## config.mk

```make
export PLATFORM = sky130hd
export DESIGN_NAME = apb_master_seq_flat
export DESIGN_NICKNAME = d
export VERILOG_FILES = /design/src/rtl/apb_master_seq_if.sv /design/src/rtl/apb_master_seq.sv /design/src/flat_wrapper.sv
export SDC_FILE = /design/constraint.sdc
export NUM_CORES = 1
export LEC_CHECK = 0
export BUFFER_PORTS_ARGS = -buffer_cell sky130_fd_sc_hd__buf_2
export CORE_MARGIN = 1.5
export CORE_UTILIZATION = 40
export CTS_CLUSTER_SIZE = 28
export DETAILED_ROUTE_END_ITERATION = 10
export PLACE_DENSITY_LB_ADDON = 0.25
export SETUP_SLACK_MARGIN = 0.02
export SYNTH_ARGS = -nofsm -noshare
export SYNTH_HDL_FRONTEND = slang
export SYNTH_SLANG_ARGS = --single-unit
```

## constraint.sdc

```tcl
create_clock -name clk -period 20.4 [get_ports clk]
set_input_delay 6.12 -clock clk [delete_from_list [all_inputs] [get_ports clk]]
set_output_delay 6.12 -clock clk [all_outputs]
set_load 0.01 [all_outputs]
```

## src/rtl/apb_master_seq_if.sv

```systemverilog
// Bundle of the command, response and APB bus signals around apb_master_seq.
// The master modport is the sequencer's view; the slave modport is the peer side.
interface apb_master_seq_if #(
  parameter int ADDR_W = 16,
  parameter int DATA_W = 32
);
  logic              cmd_valid;
  logic              cmd_ready;
  logic              cmd_write;
  logic [ADDR_W-1:0] cmd_addr;
  logic [DATA_W-1:0] cmd_wdata;

  logic              rsp_valid;
  logic [DATA_W-1:0] rsp_rdata;
  logic              rsp_err;
  logic              rsp_timeout;
  logic              busy;

  logic [ADDR_W-1:0] PAddr;
  logic              PWrite;
  logic              PSel;
  logic              PEnable;
  logic [DATA_W-1:0] PWData;
  logic [DATA_W-1:0] PRData;
  logic              PReady;
  logic              PSlvErr;

  modport master (
    input  cmd_valid, cmd_write, cmd_addr, cmd_wdata,
    input  PRData, PReady, PSlvErr,
    output cmd_ready, rsp_valid, rsp_rdata, rsp_err, rsp_timeout, busy,
    output PAddr, PWrite, PSel, PEnable, PWData
  );

  modport slave (
    output cmd_valid, cmd_write, cmd_addr, cmd_wdata,
    output PRData, PReady, PSlvErr,
    input  cmd_ready, rsp_valid, rsp_rdata, rsp_err, rsp_timeout, busy,
    input  PAddr, PWrite, PSel, PEnable, PWData
  );
endinterface

```

## src/rtl/apb_master_seq.sv

```systemverilog
// APB master sequencer: queues read/write commands in a small FIFO and issues them
// as APB setup/access transfers with wait-state timeout, one response per command.
module apb_master_seq #(
  parameter int ADDR_W  = 16,
  parameter int DATA_W  = 32,
  parameter int DEPTH   = 4,
  parameter int TIMEOUT = 16
) (
  input  logic              clk,
  input  logic              Rst,
  apb_master_seq_if.master  bus
);

  localparam int PTR_W = $clog2(DEPTH);
  localparam int CNT_W = $clog2(DEPTH + 1);
  localparam int TO_W  = $clog2(TIMEOUT + 1);
  localparam int ENT_W = 1 + ADDR_W + DATA_W;

  localparam logic [CNT_W-1:0] FULL_CNT = CNT_W'(DEPTH);
  localparam logic [TO_W-1:0]  TO_LAST  = TO_W'(TIMEOUT - 1);

  localparam logic [1:0] S_IDLE   = 2'd0;
  localparam logic [1:0] S_SETUP  = 2'd1;
  localparam logic [1:0] S_ACCESS = 2'd2;

  logic [1:0]        r_state;
  logic [1:0]        w_state_next;
  logic [PTR_W-1:0]  r_wr_ptr;
  logic [PTR_W-1:0]  r_rd_ptr;
  logic [CNT_W-1:0]  r_count;
  logic [CNT_W-1:0]  w_count_next;
  logic [TO_W-1:0]   r_to_cnt;
  logic              r_cmd_ready;
  logic              r_busy;

  logic              r_psel;
  logic              r_penable;
  logic              r_pwrite;
  logic [ADDR_W-1:0] r_paddr;
  logic [DATA_W-1:0] r_pwdata;

  logic              r_rsp_valid;
  logic [DATA_W-1:0] r_rsp_rdata;
  logic              r_rsp_err;
  logic              r_rsp_timeout;

  logic [ENT_W-1:0]  w_entries [DEPTH];
  logic [ENT_W-1:0]  w_head;
  logic              w_head_write;
  logic [ADDR_W-1:0] w_head_addr;
  logic [DATA_W-1:0] w_head_data;

  logic w_empty;
  logic w_push;
  logic w_pop;
  logic w_to_hit;
  logic w_done;

  assign w_empty  = (r_count == '0);
  // r_cmd_ready already encodes "not full", so a push is refused while full even if a pop happens.
  assign w_push   = bus.cmd_valid & r_cmd_ready;
  assign w_to_hit = (r_state == S_ACCESS) && !bus.PReady && (r_to_cnt == TO_LAST);
  assign w_done   = (r_state == S_ACCESS) && (bus.PReady || w_to_hit);
  assign w_pop    = !w_empty && ((r_state == S_IDLE) || w_done);

  genvar gi;
  generate
    for (gi = 0; gi < DEPTH; gi++) begin : g_entry
      logic [ENT_W-1:0] r_entry;
      always_ff @(posedge clk or posedge Rst) begin
        if (Rst) begin
          r_entry <= '0;
        end else if (w_push && (r_wr_ptr == PTR_W'(gi))) begin
          r_entry <= {bus.cmd_write, bus.cmd_addr, bus.cmd_wdata};
        end
      end
      assign w_entries[gi] = r_entry;
    end
  endgenerate

  assign w_head       = w_entries[r_rd_ptr];
  assign w_head_write = w_head[ENT_W-1];
  assign w_head_addr  = w_head[ENT_W-2 -: ADDR_W];
  assign w_head_data  = w_head[DATA_W-1:0];

  always_comb begin
    w_count_next = r_count;
    case ({w_push, w_pop})
      2'b10:   w_count_next = r_count + CNT_W'(1);
      2'b01:   w_count_next = r_count - CNT_W'(1);
      default: w_count_next = r_count;
    endcase
  end

  always_comb begin
    w_state_next = r_state;
    case (r_state)
      S_IDLE:   if (!w_empty) w_state_next = S_SETUP;
      S_SETUP:  w_state_next = S_ACCESS;
      S_ACCESS: if (w_done) w_state_next = w_empty ? S_IDLE : S_SETUP;
      default:  w_state_next = S_IDLE;
    endcase
  end

  always_ff @(posedge clk or posedge Rst) begin
    if (Rst) begin
      r_state       <= S_IDLE;
      r_wr_ptr      <= '0;
      r_rd_ptr      <= '0;
      r_count       <= '0;
      r_to_cnt      <= '0;
      r_cmd_ready   <= 1'b1;
      r_busy        <= 1'b0;
      r_psel        <= 1'b0;
      r_penable     <= 1'b0;
      r_pwrite      <= 1'b0;
      r_paddr       <= '0;
      r_pwdata      <= '0;
      r_rsp_valid   <= 1'b0;
      r_rsp_rdata   <= '0;
      r_rsp_err     <= 1'b0;
      r_rsp_timeout <= 1'b0;
    end else begin
      r_state     <= w_state_next;
      r_count     <= w_count_next;
      r_cmd_ready <= (w_count_next != FULL_CNT);
      r_busy      <= (w_count_next != '0) || (w_state_next != S_IDLE);
      if (w_push) r_wr_ptr <= r_wr_ptr + PTR_W'(1);
      if (w_pop)  r_rd_ptr <= r_rd_ptr + PTR_W'(1);

      if (w_pop) begin
        r_paddr  <= w_head_addr;
        r_pwrite <= w_head_write;
        r_pwdata <= w_head_write ? w_head_data : '0;
      end
      r_psel    <= (w_state_next != S_IDLE);
      r_penable <= (w_state_next == S_ACCESS);

      // Counter saturates at TIMEOUT on abort and only restarts on the next SETUP.
      if (w_state_next == S_SETUP) begin
        r_to_cnt <= '0;
      end else if ((r_state == S_ACCESS) && !bus.PReady) begin
        r_to_cnt <= r_to_cnt + TO_W'(1);
      end

      r_rsp_valid   <= w_done;
      r_rsp_rdata   <= (w_done && bus.PReady && !r_pwrite) ? bus.PRData : '0;
      r_rsp_err     <= w_done && (w_to_hit || bus.PSlvErr);
      r_rsp_timeout <= w_to_hit;
    end
  end

  assign bus.cmd_ready   = r_cmd_ready;
  assign bus.busy        = r_busy;
  assign bus.PSel        = r_psel;
  assign bus.PEnable     = r_penable;
  assign bus.PWrite      = r_pwrite;
  assign bus.PAddr       = r_paddr;
  assign bus.PWData      = r_pwdata;
  assign bus.rsp_valid   = r_rsp_valid;
  assign bus.rsp_rdata   = r_rsp_rdata;
  assign bus.rsp_err     = r_rsp_err;
  assign bus.rsp_timeout = r_rsp_timeout;

endmodule

```

## src/flat_wrapper.sv

```systemverilog
// flat-port wrapper written by rule: the top's interface ports become plain ports
module apb_master_seq_flat 
#(
  parameter int ADDR_W  = 16,
  parameter int DATA_W  = 32,
  parameter int DEPTH   = 4,
  parameter int TIMEOUT = 16
)
  (clk, Rst, bus_cmd_valid, bus_cmd_write, bus_cmd_addr, bus_cmd_wdata, bus_PRData, bus_PReady, bus_PSlvErr, bus_cmd_ready, bus_rsp_valid, bus_rsp_rdata, bus_rsp_err, bus_rsp_timeout, bus_busy, bus_PAddr, bus_PWrite, bus_PSel, bus_PEnable, bus_PWData);
  apb_master_seq_if #(.ADDR_W(ADDR_W), .DATA_W(DATA_W)) bus_i ();
  input  logic clk;
  input  logic Rst;
  input wire logic [$bits(bus_i.cmd_valid)-1:0] bus_cmd_valid;
  input wire logic [$bits(bus_i.cmd_write)-1:0] bus_cmd_write;
  input wire logic [$bits(bus_i.cmd_addr)-1:0] bus_cmd_addr;
  input wire logic [$bits(bus_i.cmd_wdata)-1:0] bus_cmd_wdata;
  input wire logic [$bits(bus_i.PRData)-1:0] bus_PRData;
  input wire logic [$bits(bus_i.PReady)-1:0] bus_PReady;
  input wire logic [$bits(bus_i.PSlvErr)-1:0] bus_PSlvErr;
  output wire logic [$bits(bus_i.cmd_ready)-1:0] bus_cmd_ready;
  output wire logic [$bits(bus_i.rsp_valid)-1:0] bus_rsp_valid;
  output wire logic [$bits(bus_i.rsp_rdata)-1:0] bus_rsp_rdata;
  output wire logic [$bits(bus_i.rsp_err)-1:0] bus_rsp_err;
  output wire logic [$bits(bus_i.rsp_timeout)-1:0] bus_rsp_timeout;
  output wire logic [$bits(bus_i.busy)-1:0] bus_busy;
  output wire logic [$bits(bus_i.PAddr)-1:0] bus_PAddr;
  output wire logic [$bits(bus_i.PWrite)-1:0] bus_PWrite;
  output wire logic [$bits(bus_i.PSel)-1:0] bus_PSel;
  output wire logic [$bits(bus_i.PEnable)-1:0] bus_PEnable;
  output wire logic [$bits(bus_i.PWData)-1:0] bus_PWData;
  assign bus_i.cmd_valid = bus_cmd_valid;
  assign bus_i.cmd_write = bus_cmd_write;
  assign bus_i.cmd_addr = bus_cmd_addr;
  assign bus_i.cmd_wdata = bus_cmd_wdata;
  assign bus_i.PRData = bus_PRData;
  assign bus_i.PReady = bus_PReady;
  assign bus_i.PSlvErr = bus_PSlvErr;
  assign bus_cmd_ready = bus_i.cmd_ready;
  assign bus_rsp_valid = bus_i.rsp_valid;
  assign bus_rsp_rdata = bus_i.rsp_rdata;
  assign bus_rsp_err = bus_i.rsp_err;
  assign bus_rsp_timeout = bus_i.rsp_timeout;
  assign bus_busy = bus_i.busy;
  assign bus_PAddr = bus_i.PAddr;
  assign bus_PWrite = bus_i.PWrite;
  assign bus_PSel = bus_i.PSel;
  assign bus_PEnable = bus_i.PEnable;
  assign bus_PWData = bus_i.PWData;
  apb_master_seq #(.ADDR_W(ADDR_W), .DATA_W(DATA_W), .DEPTH(DEPTH), .TIMEOUT(TIMEOUT)) u_core (.clk(clk), .Rst(Rst), .bus(bus_i));
endmodule
```

==> summary.md <==
| Metric | Value |
|---|---|
| Outcome | `complete, no violations` |
| Layout Skew | `0.0139 ns` |
| MaxCap Viol Count | `0` |
| CP endpoint kind | `register` |
| Port Buffer Count | `173` |
| ANT nets after route | `0` |
| Vias after detailed routing | `6850` |
| Area share of the largest cell type after synthesis | `61.2%` |
| Initial core utilization | `40.7%` |
| CTS Buf Count | `31` |
| Clock transition at path regs | `0.06 ns` |
| DIE HEIGHT | `177 um` |
| Synthesis Warnings | `0` |
| Max VDD drop | `0.0000692 V` |
| Cell count after synthesis | `771` |
| Nets@finish | `1033` |
| Slew headroom | `33.6%` |
| Sink Count | `298` |
| Initial antenna violation count | `5` |
| Final Cycle Share | `39.8%` |
| Gpl congestion | `0.702` |
| Crit-path max FO | `25` |
| Unrepaired setup endpoints after global routing | `no` |
| Worst-margin pin slew | `0.997 ns` |
| DRC viols | `0` |
| Post-Route WL | `25100 um` |
| Slowest cell delay on critical path | `0.55 ns` |
| Vias in the first global route | `7237` |
| Row count | `63` |
| Min Hold Slack | `0.479 ns` |
| Cell taking the most area after synthesis | `dfrtp_1` |
| I/O pins | `174` |
| CTS tree | `done` |
| Clock tree buffer depth | `3` |
| Die Wd | `177 um` |
| Die ar. | `0.0314 sq mm` |
| Final HPWL DP | `14500 um` |
| CP Class | `in2reg` |
| Core Box Area | `0.0298 sq mm` |
| PwrDens | `163 mW/mm^2` |
| Wire per inst | `18.5 um` |
| Mapped Area | `0.0121 sq mm` |
| Largest net degree at the start of global routing | `150` |
| TritonRoute pass-1 iters | `4` |
| Min-Delay Path Class | `reg2reg` |
| Worst endpoint required time | `20.81 ns` |
| Via-to-Cell Ratio | `5.06` |
| Post-synthesis register bit count | `298` |
| Leak | `6.70 nW` |
| Max-slew violation count | `0` |
| Number of DRC markers in iteration 0 | `288` |
| Fmax | `0.123 GHz` |
| Htree depth | `1` |
| Clk root buf | `clkbuf_16` |
| Worst Setup Start Kind | `primary input` |
| Hold Violations, Final | `0` |
| Kind of cell adding the most delay to the critical path | `adder cells` |
| Post-layout minimum cycle time | `8.11 ns` |
| Hold_buf cts | `0` |
| GRT Resource Usage Total | `16.3%` |
| Overflow after GRT | `0` |
| Syn nets | `865` |
| Area delta synth->final | `18.1%` |
| Seq/Total Area, Yosys | `61.4%` |
| Layout cells sized above 1 | `50.7%` |
| Post-CTS Setup Inserts | `0` |
| Area contributors post-synth | `dfrtp_1 (61%), mux2_2 (18%), mux4_2 (9.1%)` |
| Syn Area/Cell | `15.7 sq um` |
| Worst path bufs/invs | `3` |
| Crit-path cells | `buf_2 > nor2_1 > a211o_2 > clkinv_4 > ha_1 > inv_1 > fa_1 > nand2_1 > o21ai_0 > or3b_2` |
| Yosys cell types | `35` |
| Worst path arrival time | `8.52 ns` |
| Sum Neg Setup Slack | `0 ns` |
| Post-cts resize count | `0` |
| First-pass GRT wire length | `40200 um` |
| Clock Latency Late Sink | `0.55 ns` |
| Slowest stage cell, crit path | `fa_1` |
| Endpoints failing setup | `0` |
worst paths after layout:
kind	cells past startpoint	slack, ns	end	start
worst max-delay path	10	12.29	u_core.bus.busy	bus_PReady
worst min-delay path	2	0.48	u_core.bus.PAddr[0]	u_core.bus.PAddr[0]
worst max register to register	12	17.01	u_core.bus.busy	u_core.r_to_cnt[0]
worst min register to register	2	0.48	u_core.bus.PAddr[0]	u_core.bus.PAddr[0]
max in group asynchronous	3	12.94	u_core.r_rd_ptr[0]	Rst
min in group asynchronous	2	5.81	u_core.bus.rsp_rdata[9]	Rst
state kept, by name (all words and copies together), names as in the netlist, 2 cells and up:
signal and cells:
u_core.g_entry.r_entry 196, u_core.bus.PWData 32, u_core.bus.rsp_rdata 32, u_core.bus.PAddr 16, u_core.r_to_cnt 5, u_core.r_count 3
u_core.r_rd_ptr 2, u_core.r_state 2, u_core.r_wr_ptr 2
logic make-up after synthesis:
group	share of synthesized area (%)
flops	61.4
mux	27.4
simple gates	4.63
buf+inv	2.33
compound gates	2.64
xor+xnor	0.649
fa+ha+maj	0.886
placed cells by master (no fill, tap or decap), types with 8 or more instances in the layout:
| cell type | count |
|---|---|
| clkbuf_1 | 10 |
| mux4_2 | 49 |
| nor2_1 | 8 |
| clkbuf_16 | 31 |
| buf_4 | 9 |
| buf_2 | 173 |
| a22o_1 | 31 |
| and2_1 | 33 |
| nand2_1 | 56 |
| dfrtp_1 | 295 |
| mux2_2 | 197 |
cells in the mapped netlist, drive strengths merged:
| master | n |
|---|---|
| nand4 | 1 |
| fa | 1 |
| mux2i | 1 |
| a211o | 1 |
| nor3 | 2 |
| xor2 | 4 |
| mux4 | 49 |
| and3 | 1 |
| a211oi | 1 |
| nor2b | 1 |
| nand2 | 56 |
| clkbuf | 8 |
| a21o | 1 |
| ha | 7 |
| mux2 | 197 |
| or3b | 1 |
| xnor2 | 5 |
| dfrtp | 297 |
| inv | 8 |
| nand3 | 6 |
| nor3b | 2 |
| dfstp | 1 |
| clkinv | 1 |
| nor2 | 8 |
| o21ai | 2 |
| o31ai | 2 |
| buf | 39 |
| a22o | 31 |
| and2 | 34 |
| nand2b | 3 |
per-layer routing:
metal  part of all wire [%]  wire length, um  vias up  global-route usage, %
met3                    6.0             1510       38                   3.50
met1                     46            11500     3552                   22.8
met4                    1.8              456        4                   4.27
met2                     46            11600      159                   25.7
met5                   0.11               27        -                      0
li1                       -                -     3097                      -
cell type report:
type | instances | area, sq um
Fill cell | 2622 | 15500
Sequential cell | 298 | 7470
Multi-Input combinational cell | 417 | 4430
Timing Repair Buffer | 182 | 933
Clock buffer | 47 | 896
Tap cell | 390 | 488
Clock inverter | 8 | 68.8
Inverter | 9 | 46.3
Antenna cell | 4 | 10.0
power breakdown:
part	internal, mW	switching, mW	total, mW
clock	0.313	0.222	0.535
sequential	0.855	0.164	1.02
combinational	0.462	0.322	0.784
worst min-delay path, delay by kind of cell (launching register included):
family        cells  cell delay (ns)
flops             1             0.34
simple gates      2             0.11
stage by stage:
| step | total power, mW | util (%) | cell area, sq um | std cells | worst slack (ns) |
|---|---|---|---|---|---|
| after detailed placement | 1.83 | 44.8 | 13400 | 1296 | 11.74 |
| after CTS | 2.38 | 48.1 | 14300 | 1351 | 12.30 |
| after global placement | 1.81 | 44.8 | 13400 | 1296 | 11.81 |
| after global routing | 2.49 | 48.1 | 14300 | 1353 | 12.09 |
| final | 2.34 | 48.1 | 14300 | 1355 | 12.29 |
| after floorplan | 1.63 | - | 12100 | 771 | 6.05 |
No activity file was read; power rests on OpenSTA's default activity.
